**config.mk**
```make
export PLATFORM = sky130hd
export DESIGN_NAME = ta_arbiter
export DESIGN_NICKNAME = d
export VERILOG_FILES = /design/src/rtl/ta_arbiter_pkg.sv /design/src/rtl/rr_arbiter.sv /design/src/rtl/trunc_adder.sv /design/src/rtl/ta_arbiter.sv
export SDC_FILE = /design/constraint.sdc
export NUM_CORES = 1
export LEC_CHECK = 0
export ABC_AREA = 1
export BUFFER_PORTS_ARGS = -buffer_cell sky130_fd_sc_hd__buf_2
export CORE_MARGIN = 10
export CORE_UTILIZATION = 53
export CTS_BUF_LIST = sky130_fd_sc_hd__clkbuf_16
export CTS_CLUSTER_DIAMETER = 120
export DETAILED_ROUTE_END_ITERATION = 10
export GPL_ROUTABILITY_DRIVEN = 0
export GPL_TIMING_DRIVEN = 0
export MAX_ROUTING_LAYER = met4
export PLACE_DENSITY = 0.86
export SYNTH_ARGS = -nofsm -noshare
export SYNTH_HDL_FRONTEND = slang
export SYNTH_HIERARCHICAL = 1
export SYNTH_SLANG_ARGS = --single-unit
```
**constraint.sdc**
```tcl
create_clock -name clk -period 10 [get_ports clk]
set_input_delay 1 -clock clk [delete_from_list [all_inputs] [get_ports clk]]
set_output_delay 1 -clock clk [all_outputs]
set_load 0.03 [all_outputs]
```
**src/rtl/ta_arbiter_pkg.sv**
```systemverilog
// Shared definitions for the truncation-adder arbiter slice.
package ta_arb_pkg;

    localparam int unsigned CNT_W = 16;

    typedef enum logic {
        ST_EMPTY = 1'b0,
        ST_FULL  = 1'b1
    } out_state_t;

    // Width of a requester index; never narrower than one bit.
    function automatic int unsigned id_width(input int unsigned nreq);
        return (nreq <= 2) ? 1 : $clog2(nreq);
    endfunction

endpackage

```
**src/rtl/rr_arbiter.sv**
```systemverilog
// Round-robin arbiter: searches upward from ptr, wrapping, and moves ptr
// just past the winner whenever a grant is issued.
module rr_arbiter
    import ta_arb_pkg::*;
#(
    parameter  int unsigned NREQ = 4,
    localparam int unsigned IDW  = id_width(NREQ)
) (
    input  logic            clk,
    input  logic            rst,
    input  logic [NREQ-1:0] req,
    input  logic            advance,
    output logic [NREQ-1:0] grant,
    output logic [IDW-1:0]  grant_id
);
    logic [IDW-1:0] ptr;
    logic           found;
    int unsigned    idx;

    // Pick the first requester at or after ptr.
    always_comb begin
        grant    = '0;
        grant_id = '0;
        found    = 1'b0;
        idx      = 0;
        for (int unsigned k = 0; k < NREQ; k++) begin
            idx = (32'(ptr) + k) % NREQ;
            if (advance && !found && req[idx]) begin
                found       = 1'b1;
                grant[idx]  = 1'b1;
                grant_id    = IDW'(idx);
            end
        end
    end

    // Advance the priority pointer past each winner.
    always_ff @(posedge clk) begin
        if (rst) begin
            ptr <= '0;
        end else if (found) begin
            ptr <= (grant_id == IDW'(NREQ - 1)) ? '0 : grant_id + 1'b1;
        end
    end

endmodule

```
**src/rtl/trunc_adder.sv**
```systemverilog
// Truncation adder: the BORDER LSBs of the sum are forced to zero and the
// operand LSBs are ignored; the upper bits are added exactly with carry-out.
module trunc_adder #(
    parameter int unsigned BITWIDTH = 8,
    parameter int unsigned BORDER   = 2,
    parameter int unsigned SUBTYPE  = 1
) (
    input  logic [BITWIDTH-1:0] a,
    input  logic [BITWIDTH-1:0] b,
    output logic [BITWIDTH:0]   sum
);
    localparam int unsigned W = BITWIDTH - BORDER;

    logic [W-1:0] ah, bh, g, p;
    logic [W:0]   c;
    logic         unused_lsb;

    assign ah         = a[BITWIDTH-1:BORDER];
    assign bh         = b[BITWIDTH-1:BORDER];
    assign g          = ah & bh;
    assign p          = ah ^ bh;
    assign unused_lsb = ^{a[BORDER-1:0], b[BORDER-1:0]};

    generate
        if (SUBTYPE == 0) begin : g_rca
            // Ripple-carry chain through the accurate region.
            always_comb begin
                c[0] = 1'b0;
                for (int unsigned i = 0; i < W; i++) begin
                    c[i+1] = g[i] | (p[i] & c[i]);
                end
            end
        end else begin : g_cla
            logic term;
            // Carry-lookahead: each carry is a flat sum of generate/propagate products.
            always_comb begin
                c    = '0;
                term = 1'b0;
                for (int unsigned i = 0; i < W; i++) begin
                    for (int unsigned j = 0; j <= i; j++) begin
                        term = g[j];
                        for (int unsigned k = j + 1; k <= i; k++) begin
                            term = term & p[k];
                        end
                        c[i+1] = c[i+1] | term;
                    end
                end
            end
        end
    endgenerate

    assign sum = {c[W], p ^ c[W-1:0], {BORDER{1'b0}}};

endmodule

```
**src/rtl/ta_arbiter.sv**
```systemverilog
// Shares one truncation adder between NREQ requesters via round-robin
// arbitration, with a single registered result stage.
module ta_arbiter
    import ta_arb_pkg::*;
#(
    parameter  int unsigned NREQ     = 4,
    parameter  int unsigned BITWIDTH = 8,
    parameter  int unsigned BORDER   = 2,
    parameter  int unsigned SUBTYPE  = 1,
    localparam int unsigned IDW      = id_width(NREQ)
) (
    input  logic                     clk,
    input  logic                     rst,
    input  logic [NREQ-1:0]          req_valid,
    input  logic [NREQ*BITWIDTH-1:0] req_a,
    input  logic [NREQ*BITWIDTH-1:0] req_b,
    output logic [NREQ-1:0]          req_ready,
    output logic                     out_valid,
    input  logic                     out_ready,
    output logic [BITWIDTH:0]        out_sum,
    output logic [IDW-1:0]           out_id,
    output logic [CNT_W-1:0]         out_cnt
);
    out_state_t          state;
    logic                can_accept;
    logic                advance;
    logic                accept;
    logic [IDW-1:0]      grant_id;
    logic [BITWIDTH-1:0] a_sel, b_sel;
    logic [BITWIDTH:0]   sum;

    assign can_accept = !out_valid || out_ready;
    assign advance    = can_accept && !rst;
    assign accept     = |req_ready;

    rr_arbiter #(.NREQ(NREQ)) u_arb (
        .clk      (clk),
        .rst      (rst),
        .req      (req_valid),
        .advance  (advance),
        .grant    (req_ready),
        .grant_id (grant_id)
    );

    assign a_sel = req_a[grant_id*BITWIDTH +: BITWIDTH];
    assign b_sel = req_b[grant_id*BITWIDTH +: BITWIDTH];

    trunc_adder #(
        .BITWIDTH (BITWIDTH),
        .BORDER   (BORDER),
        .SUBTYPE  (SUBTYPE)
    ) u_add (
        .a   (a_sel),
        .b   (b_sel),
        .sum (sum)
    );

    // Output-register FSM: load on accept, empty on a drain with no refill.
    always_ff @(posedge clk) begin
        if (rst) begin
            state     <= ST_EMPTY;
            out_valid <= 1'b0;
            out_sum   <= '0;
            out_id    <= '0;
        end else begin
            case (state)
                ST_EMPTY: begin
                    if (accept) begin
                        state     <= ST_FULL;
                        out_valid <= 1'b1;
                        out_sum   <= sum;
                        out_id    <= grant_id;
                    end
                end
                ST_FULL: begin
                    if (accept) begin
                        out_sum <= sum;
                        out_id  <= grant_id;
                    end else if (out_ready) begin
                        state     <= ST_EMPTY;
                        out_valid <= 1'b0;
                    end
                end
                default: begin
                    state     <= ST_EMPTY;
                    out_valid <= 1'b0;
                end
            endcase
        end
    end

    // Count delivered results; wraps naturally at 2^16.
    always_ff @(posedge clk) begin
        if (rst) begin
            out_cnt <= '0;
        end else if (out_valid && out_ready) begin
            out_cnt <= out_cnt + 1'b1;
        end
    end

endmodule

```
==> results of run 1 <==
-- flip-flops by register name, indices dropped and copies added (netlist names) --
signal and flops:
out_cnt 16, out_sum 9, out_id 2, u_arb/ptr 2, out_valid 1, state 1
-- area by class of cell --
class,count,area share
multi-input combinational,281,0.517
sequential,31,0.205
timing repair buffer,86,0.142
inverter,38,0.0488
clock buffer,5,0.0414
tap,52,0.0215
buffer,14,0.0211
clock inverter,2,0.00290
-- metrics by stage --
step                instance area [um^2]  worst slack (ps)   util  hold WS (ps)  total power [mW]
finish                              3020              5220  0.695           477              1.11
global route                        3020              4820  0.695           511              1.22
CTS                                 3020              5260  0.695           479              1.11
detailed placement                  2890              4970  0.664           471             0.969
global placement                    2890              5050  0.664           466             0.940
floorplan                           2390              5880      -           539             0.796
-- how the worst min path moves through the flow --
stage	startpoint	end	depth (start not counted)
global placement	out_sum[1]$_SDFFE_PP0P_	out_sum[1]$_SDFFE_PP0P_	2
finish	out_sum[5]$_SDFFE_PP0P_	out_sum[5]$_SDFFE_PP0P_	2
global route	out_sum[3]$_SDFFE_PP0P_	out_sum[3]$_SDFFE_PP0P_	2
detailed placement	out_sum[5]$_SDFFE_PP0P_	out_sum[5]$_SDFFE_PP0P_	2
CTS	out_sum[5]$_SDFFE_PP0P_	out_sum[5]$_SDFFE_PP0P_	2
floorplan	state$_SDFF_PP0_	out_valid$_SDFFE_PP0P_	3
-- per-layer routing --
metal / global-route usage / routed length, um / vias up
met4: 0.0420 / 119 / 0
met3: 0.0449 / 419 / 12
met5: - / 0 / -
met1: 0.221 / 3120 / 1227
met2: 0.312 / 3290 / 108
li1: - / - / 1393
-- worst register-to-register path: cells and delay by family, from the launching register on --
family,cells,cell delay [ps]
DFF,1,520
and+or+nand+nor,11,1000
buffers and inverters,5,880
adders and majority gates,3,830
AOI/OAI and AO/OA,4,740
-- where the power goes --
part | switching (mW) | leakage, nW | internal (mW) | total, mW
clock network | 0.0492 | 0.0671 | 0.0890 | 0.138
logic | 0.510 | 1.19 | 0.288 | 0.797
registers | 0.0209 | 0.253 | 0.149 | 0.170
total | 0.580 | 1.51 | 0.526 | 1.11
==> out/qor.log, run 1 <==
qor: finish.antenna_cells 0
qor: timing.fin_skew 4.90 ps
qor: cts.tritoncts.num_buffers 5
qor: cts.cts_num_sinks 31
qor: timing.grt_setup_unrepaired no
qor: timing.max_freq 209 MHz
qor: critical_path.cp.arrival 4920 ps
qor: cts.clk_latency 270 ps
qor: die.floorplan.initialDensity 0.549
qor: cts.clkTransAtPathRegs 50 ps
qor: finish.final_cell_count_no_fill 509
qor: detailed_routing.firstDrtPassIters 5
qor: global_route.grt_max_degree 11
qor: global_route.grt_pass1_wl 11600 um
qor: critical_path.path_depth 25
qor: finish.drive_above_1_share 0.295
qor: critical_path.worst-setup-path-type input pin to flop
qor: timing.timing_max_transition_violations_final 0
qor: die.fp.dieW 87.2 um
qor: pwr.power_leakage 1.51 nW
qor: synthesis.synth_cells 363
qor: synthesis.synth_area 2390 um^2
qor: finish.most_frequent_cells_in_the_layout buf_2 (89), nand2_1 (68), nor2_1 (46)
qor: cts.htree_levels 2
qor: place.dp.cells 502
qor: cts.holdBufCountCts 0
qor: cts.tritoncts built
qor: finish.area_growth_syn_to_layout 26.5%
qor: finish.n_fill_cell 353
qor: detailed_routing.average_via_count_per_standard_cell 5.38
qor: detailed_routing.drt_wl_total 6950 um
qor: detailed_routing.starting_drt_drc_count 168
qor: die.fp.coreArea 4350 um^2
qor: detailed_routing.drc 0
qor: place.portBuffers 86
qor: hold_path.worst_hold_path_type flop to flop
qor: die.die_h 87.2 um
qor: timing.report.final.setup_viol 0
qor: critical_path.crit_slowest_cell a21oi_1
qor: timing.fin_setup_tns 0 ps
qor: critical_path.critPathBufInv 6
qor: finish.ff_latch_area 621 um^2
qor: synthesis.syn-mean-instance-area 6.59 um^2
qor: die.ios 103
qor: finish.layout.cells.most_common buf_2
qor: critical_path.rr_worst_depth 23
qor: critical_path.path_max_fanout 10
qor: global_route.grt_pass1_vias 2694
qor: critical_path.crit_path_frequent_cell nand2_1
qor: timing.hold_violations 0
qor: job.total_of_max_cap_violations 0
qor: timing.timing.max_slew.rel_slack 0.604
qor: critical_path.setup.reg_to_reg.worst_slack 5910 ps
qor: pwr.power_density 366 nW/um^2
qor: detailed_routing.final_antenna_net_count 0
qor: detailed_routing.route.vias.total 2740
qor: detailed_routing.wire_per_inst 13.7 um
qor: pwr.ir_worst_vdd 0.000248 V
qor: finish.final_net_count 542
qor: global_route.globalRouteOverflowTotal 0
qor: status.outcome complete, no violations
qor: die.placement_rows 24
qor: critical_path.rr_endpoint out_sum[8]$_SDFFE_PP0P_
qor: timing.min_period 4780 ps
qor: timing.min_period_over_period 0.478
qor: global_route.total_grt_usage 0.187
qor: critical_path.crit_path_start_kind input pin
qor: cts.cts_repair_resize_count 0
qor: critical_path.first_element_of_the_critical_path rst
qor: cts.cts_root_buffer clkbuf_16
qor: critical_path.cp_slowest_stage_delay 420 ps
qor: critical_path.timing.critical_path.to out_sum[8]$_SDFFE_PP0P_
qor: finish.multi_input_area 1560 um^2
qor: critical_path.crit_family buffers and inverters
qor: critical_path.timing.critical_path.to_type flop
qor: global_route.antenna_violations_before_repair 0
qor: cts.post_cts.repair.setup_buffers 0
qor: critical_path.rr_startpoint u_arb/ptr[0]$_SDFFE_PP0P_
qor: synthesis.synth-warning-count 6
qor: place.half_perimeter_wire_length_after_detailed_placement 5600 um
qor: timing.tightest_slew 593 ps
qor: critical_path.timing.critical_path.required 10140 ps
qor: cts.clk_path_buf_depth 2
qor: die.die-area 7600 um^2
No activity file was read; power rests on OpenSTA's default activity.
==> inputs of run 2 (changes only) <==
- CORE_UTILIZATION: 53 -> 49
- PLACE_DENSITY: 0.86 -> 0.8
- clock period: 10 -> 4.4 ns (I/O delays scaled with it)
==> out/qor.log, run 2 (same netlist as run 1, synthesis figures left out) <==
qor: timing.holdWs 455 ps
qor: hold_path.worst_hold_path_type input pin to flop
qor: cts.tritoncts.num_buffers 5
qor: finish.drive_above_1_share 0.303
qor: finish.ff_latch_area 621 um^2
qor: pwr.power_leakage 1.53 nW
qor: job.total_of_max_cap_violations 0
qor: finish.layout.cells.most_common buf_2
qor: global_route.grt_pass1_wl 11600 um
qor: critical_path.critical_path_cell_sequence inv_1 > ha_1 > inv_1 > nand3_2 > nand2_1 > nand4_1 > inv_1 > nand2_1 > o2111ai_2 > inv_2 > clkbuf_1 > o21ai_1 > o22ai_1 > ha_1 > ha_1 > nand3_1 > nand4_2 > nand2_2 > nand2_2 > nand2_1 > nand2_1 > nand2_1 > a21oi_1
qor: critical_path.worst-setup-path-type flop to flop
qor: critical_path.crit_path_frequent_cell nand2_1
qor: hold_path.hold-path-cell-count 4
qor: finish.postLayoutCellArea 3080 um^2
qor: hold_path.min-delay-start rst
qor: pwr.power.share.sequential 0.147
qor: finish.area_growth_syn_to_layout 28.9%
qor: critical_path.cp_slowest_stage_delay 490 ps
qor: global_route.antenna_violations_before_repair 0
qor: finish.final_cell_count_no_fill 525
qor: critical_path.crit_slowest_cell dfxtp_1
qor: critical_path.first_element_of_the_critical_path u_arb/ptr[1]$_SDFFE_PP0P_
qor: die.fp.dieW 89.9 um
qor: timing.max_freq 249 MHz
qor: critical_path.crit_path_start_kind flop
qor: die.placement_rows 25
qor: detailed_routing.drc 0
qor: cts.cts_root_buffer clkbuf_16
qor: place.place_area 2910 um^2
qor: detailed_routing.firstDrtPassIters 5
qor: critical_path.critPathBufInv 5
qor: finish.most_frequent_cells_in_the_layout buf_2 (89), nand2_1 (68), nor2_1 (46)
qor: pwr.power_density 850 nW/um^2
qor: critical_path.rr_startpoint u_arb/ptr[1]$_SDFFE_PP0P_
qor: die.floorplan.initialDensity 0.506
qor: pwr.net_switching 1.36 mW
qor: timing.fin_skew 4.14 ps
qor: cts.htree_levels 2
qor: finish.antenna_cells 0
qor: place.portBuffers 86
qor: global_route.grt_pass1_vias 2679
qor: timing.report.final.setup_viol 0
qor: die.die-area 8070 um^2
qor: detailed_routing.wire_per_inst 13.3 um
qor: place.place_ws -106 ps
qor: cts.clkTransAtPathRegs 50 ps
qor: finish.registers.top_by_ff_count out_cnt
qor: critical_path.crit_family simple AND/OR/NAND/NOR gates
qor: detailed_routing.starting_drt_drc_count 162
qor: cts.clk_path_buf_depth 2
qor: timing.fin_ws 381 ps
qor: timing.timing_max_transition_violations_final 0
qor: finish.n_fill_cell 427
qor: pwr.power.internal 1.26 mW
qor: timing.min_period_over_period 0.913
qor: timing.grt_setup_unrepaired no
qor: status.outcome complete, no violations
qor: die.fp.coreArea 4720 um^2
qor: critical_path.path_depth 23
qor: critical_path.timing.critical_path.required 4540 ps
qor: finish.final_net_count 542
qor: global_route.total_grt_usage 0.170
qor: timing.hold_violations 0
qor: finish.multi_input_area 1570 um^2
qor: place.dp.cells 517
qor: pwr.pwr-share-clk 0.144
qor: detailed_routing.final_antenna_net_count 0
qor: detailed_routing.drt_wl_total 7000 um
qor: die.ios 103
qor: cts.clk_latency 270 ps
qor: cts.tritoncts built
qor: cts.cts_num_sinks 31
qor: critical_path.rr_worst_depth 23
qor: die.die_h 89.9 um
qor: finish.largest_registers out_cnt: 16 flops, out_sum: 9 flops
qor: finish.final_util 0.653
qor: finish.number_of_flip_flops_under_the_largest_register_name 16
qor: critical_path.path_max_fanout 8
qor: timing.min_period 4020 ps
qor: pwr.ir_worst_vdd 0.000582 V
qor: pwr.netSwitchingFraction 0.518
qor: global_route.grt_max_degree 11
qor: place.half_perimeter_wire_length_after_detailed_placement 5690 um
qor: detailed_routing.average_via_count_per_standard_cell 5.20
qor: global_route.globalRouteOverflowTotal 0
qor: critical_path.timing.critical_path.to_type flop
qor: critical_path.cp.arrival 4160 ps
qor: detailed_routing.route.vias.total 2729
qor: pwr.pwr-share-comb 0.709
-- run 2: cell type report --
cell class / instances / share of cell area
well taps: 67 / 0.0272
clock buffers: 5 / 0.0406
inverters: 38 / 0.0479
flip-flops and latches: 31 / 0.201
repair buffers: 86 / 0.140
clock inverters: 3 / 0.0126
multi-input cells: 281 / 0.510
plain buffers: 14 / 0.0207
-- run 2: what timing repair did --
item,4_1_cts,5_1_grt
hold buffers,0,0
gates resized for setup,0,3
setup endpoints to repair,0,4
setup buffers,0,0
-- run 2: final timing paths --
check	to	slack, ps
setup / recovery	out_sum[8]$_SDFFE_PP0P_	380
hold / removal	u_arb/ptr[0]$_SDFFE_PP0P_	450
setup reg to reg	out_sum[8]$_SDFFE_PP0P_	380
hold reg to reg	out_sum[7]$_SDFFE_PP0P_	480
-- run 2: tightest hold or removal path, stage by stage --
cell and delay [ps]:
buf_2 90, inv_1 40, o21ai_0 60, a21oi_1 40
-- run 2: layer usage --
layer	part of all wire	vias to the layer above	global-route usage	wire length [um]
met5	0	-	-	0
met4	0.021	0	0.0676	144
li1	-	1393	-	-
met1	0.47	1202	0.196	3280
met2	0.45	122	0.284	3170
met3	0.058	12	0.0349	403
-- run 2: power groups by stage --
stage / combinational (mW) / sequential [mW] / clock [mW]
after floorplan: 1.35 / 0.455 / 0
after global placement: 1.79 / 0.389 / 0
after detailed placement: 1.83 / 0.389 / 0
after CTS: 1.85 / 0.384 / 0.382
after global routing: 2.07 / 0.394 / 0.395
final: 1.86 / 0.386 / 0.377
-- run 2: stage by stage --
step	setup TNS, ps	total power [mW]
final	0	2.62
after CTS	0	2.61
after floorplan	0	1.81
after global routing	0	2.86
after detailed placement	-289	2.22
after global placement	-158	2.18
==> inputs of run 3 (changes only) <==
- CORE_UTILIZATION: 49 -> 45
- PLACE_DENSITY: 0.8 -> 0.75
==> out/qor.log, run 3 (same netlist as run 1, synthesis figures left out) <==
qor: status.outcome complete, no violations
qor: finish.most_frequent_cells_in_the_layout buf_2 (89), nand2_1 (68), nor2_1 (46)
qor: finish.final_util 0.593
qor: timing.report.final.setup_viol 0
qor: detailed_routing.average_via_count_per_standard_cell 5.11
qor: finish.drive_above_1_share 0.298
qor: place.half_perimeter_wire_length_after_detailed_placement 5560 um
qor: global_route.total_grt_usage 0.156
qor: detailed_routing.drt_wl_total 6740 um
qor: critical_path.timing.critical_path.to_type flop
qor: cts.clk_path_buf_depth 2
qor: critical_path.crit_slowest_cell dfxtp_1
qor: die.die_h 92.9 um
qor: timing.min_period 4080 ps
qor: timing.timing.max_slew.rel_slack 0.565
qor: die.die-area 8630 um^2
qor: critical_path.cp_slowest_stage_delay 500 ps
qor: timing.tightest_slew 651 ps
qor: finish.area_growth_syn_to_layout 27.4%
qor: cts.holdBufCountCts 0
qor: place.portBuffers 86
qor: timing.fin_skew 3.68 ps
qor: detailed_routing.final_antenna_net_count 0
qor: pwr.power_leakage 1.51 nW
qor: critical_path.critical_path_cell_sequence inv_2 > ha_1 > inv_1 > nand3_2 > nand2_1 > nand4_1 > inv_1 > nand2_1 > o2111ai_1 > inv_2 > clkbuf_1 > o21ai_1 > o22ai_1 > ha_1 > ha_1 > nand3_1 > nand4_2 > nand2_2 > nand2_2 > nand2_1 > nand2_1 > nand2_1 > a21oi_1
qor: cts.clk_latency 270 ps
qor: critical_path.path_max_fanout 9
qor: timing.grt_setup_unrepaired no
qor: timing.timing_max_transition_violations_final 0
qor: cts.clkTransAtPathRegs 50 ps
qor: critical_path.rr_startpoint u_arb/ptr[0]$_SDFFE_PP0P_
qor: die.fp.dieW 92.9 um
qor: cts.tritoncts built
qor: place.place_ws -102 ps
qor: timing.holdWs 469 ps
qor: hold_path.worst_hold_path_type input pin to flop
qor: cts.htree_levels 2
qor: global_route.grt_max_degree 11
qor: critical_path.cp.arrival 4220 ps
qor: detailed_routing.starting_drt_drc_count 114
qor: global_route.globalRouteOverflowTotal 0
qor: timing.max_freq 245 MHz
qor: die.floorplan.initialDensity 0.465
qor: critical_path.worst-setup-path-type flop to flop
qor: cts.cts_num_sinks 31
qor: timing.hold_violations 0
qor: timing.min_period_over_period 0.928
qor: finish.layout.cells.most_common buf_2
qor: finish.number_of_flip_flops_under_the_largest_register_name 16
qor: cts.tritoncts.num_buffers 5
qor: timing.fin_ws 318 ps
qor: finish.largest_registers out_cnt: 16 flops, out_sum: 9 flops
qor: detailed_routing.drc 0
qor: detailed_routing.firstDrtPassIters 4
qor: global_route.grt_pass1_wl 11300 um
qor: pwr.power_density 818 nW/um^2
qor: die.fp.coreArea 5140 um^2
qor: finish.antenna_cells 0
qor: global_route.antenna_violations_before_repair 0
qor: hold_path.min-delay-start rst
qor: finish.final_net_count 542
qor: job.total_of_max_cap_violations 0
qor: global_route.grt_pass1_vias 2643
qor: detailed_routing.route.vias.total 2688
qor: critical_path.timing.critical_path.required 4540 ps
qor: die.ios 103
qor: critical_path.first_element_of_the_critical_path u_arb/ptr[0]$_SDFFE_PP0P_
qor: die.placement_rows 26
qor: critical_path.crit_path_frequent_cell nand2_1
qor: finish.registers.top_by_ff_count out_cnt
qor: critical_path.crit_path_start_kind flop
qor: cts.cts_root_buffer clkbuf_16
qor: pwr.ir_worst_vdd 0.000608 V
qor: detailed_routing.wire_per_inst 12.8 um
-- run 3: changes by cell type in the layout (fill, tap and decap cells not counted), sizes merged --
cell | before | now
bufinv | 1 | 0
clkinv | 5 | 3
inv | 34 | 35
-- run 3: worst paths after layout --
| check | to | slack [ps] | cells after the start |
|---|---|---|---|
| worst min register to register | out_sum[5]$_SDFFE_PP0P_ | 480 | 2 |
| worst max register to register | out_sum[8]$_SDFFE_PP0P_ | 320 | 23 |
| worst min-delay path | u_arb/ptr[0]$_SDFFE_PP0P_ | 470 | 4 |
| worst max-delay path | out_sum[8]$_SDFFE_PP0P_ | 320 | 23 |
-- run 3: worst max-delay path: cells and delay by family (launching register included) --
family / cells / cell delay (ps)
AOI/OAI and AO/OA: 4 / 800
DFF: 1 / 500
buffers and inverters: 5 / 830
and+or+nand+nor: 11 / 970
adders and majority gates: 3 / 830
-- run 3: per-stage QoR --
stage	power, mW	instances	setup TNS [ps]	instance area [um^2]
5_1_grt	2.78	526	0	3050
3_3_place_gp	2.16	520	-167	2910
3_5_place_dp	2.18	520	-213	2910
2_1_floorplan	1.81	364	0	2390
6_report	2.49	526	0	3050
4_1_cts	2.50	526	0	3040
-- run 3: final cells by class --
| class | instances | area, um^2 |
|---|---|---|
| Buffer | 14 | 63.8 |
| Clock buffer | 5 | 125 |
| Clock inverter | 1 | 3.75 |
| Fill cell | 528 | 2090 |
| Inverter | 38 | 148 |
| Multi-Input combinational cell | 281 | 1570 |
| Sequential cell | 31 | 621 |
| Tap cell | 70 | 87.6 |
| Timing Repair Buffer | 86 | 430 |
-- run 3: repair_timing --
action | 4_1_cts | 5_1_grt
buffers inserted | 0 | 0
hold endpoints to repair | 0 | 0
resized for setup | 0 | 2
endpoints found under the setup margin | 0 | 4
-- run 3: routing by layer --
metal | global-route usage | part of all wire | wire (um) | vias up
met5 | - | 0 | 0 | -
met4 | 0.0437 | 0.012 | 78 | 0
met3 | 0.0371 | 0.057 | 387 | 8
met2 | 0.250 | 0.46 | 3120 | 94
met1 | 0.191 | 0.47 | 3160 | 1193
li1 | - | - | - | 1393
-- run 3: power breakdown --
| group | internal, mW | switching [mW] |
|---|---|---|
| combinational | 0.654 | 1.14 |
| clock | 0.200 | 0.107 |
| sequential | 0.339 | 0.0464 |
| total | 1.19 | 1.30 |
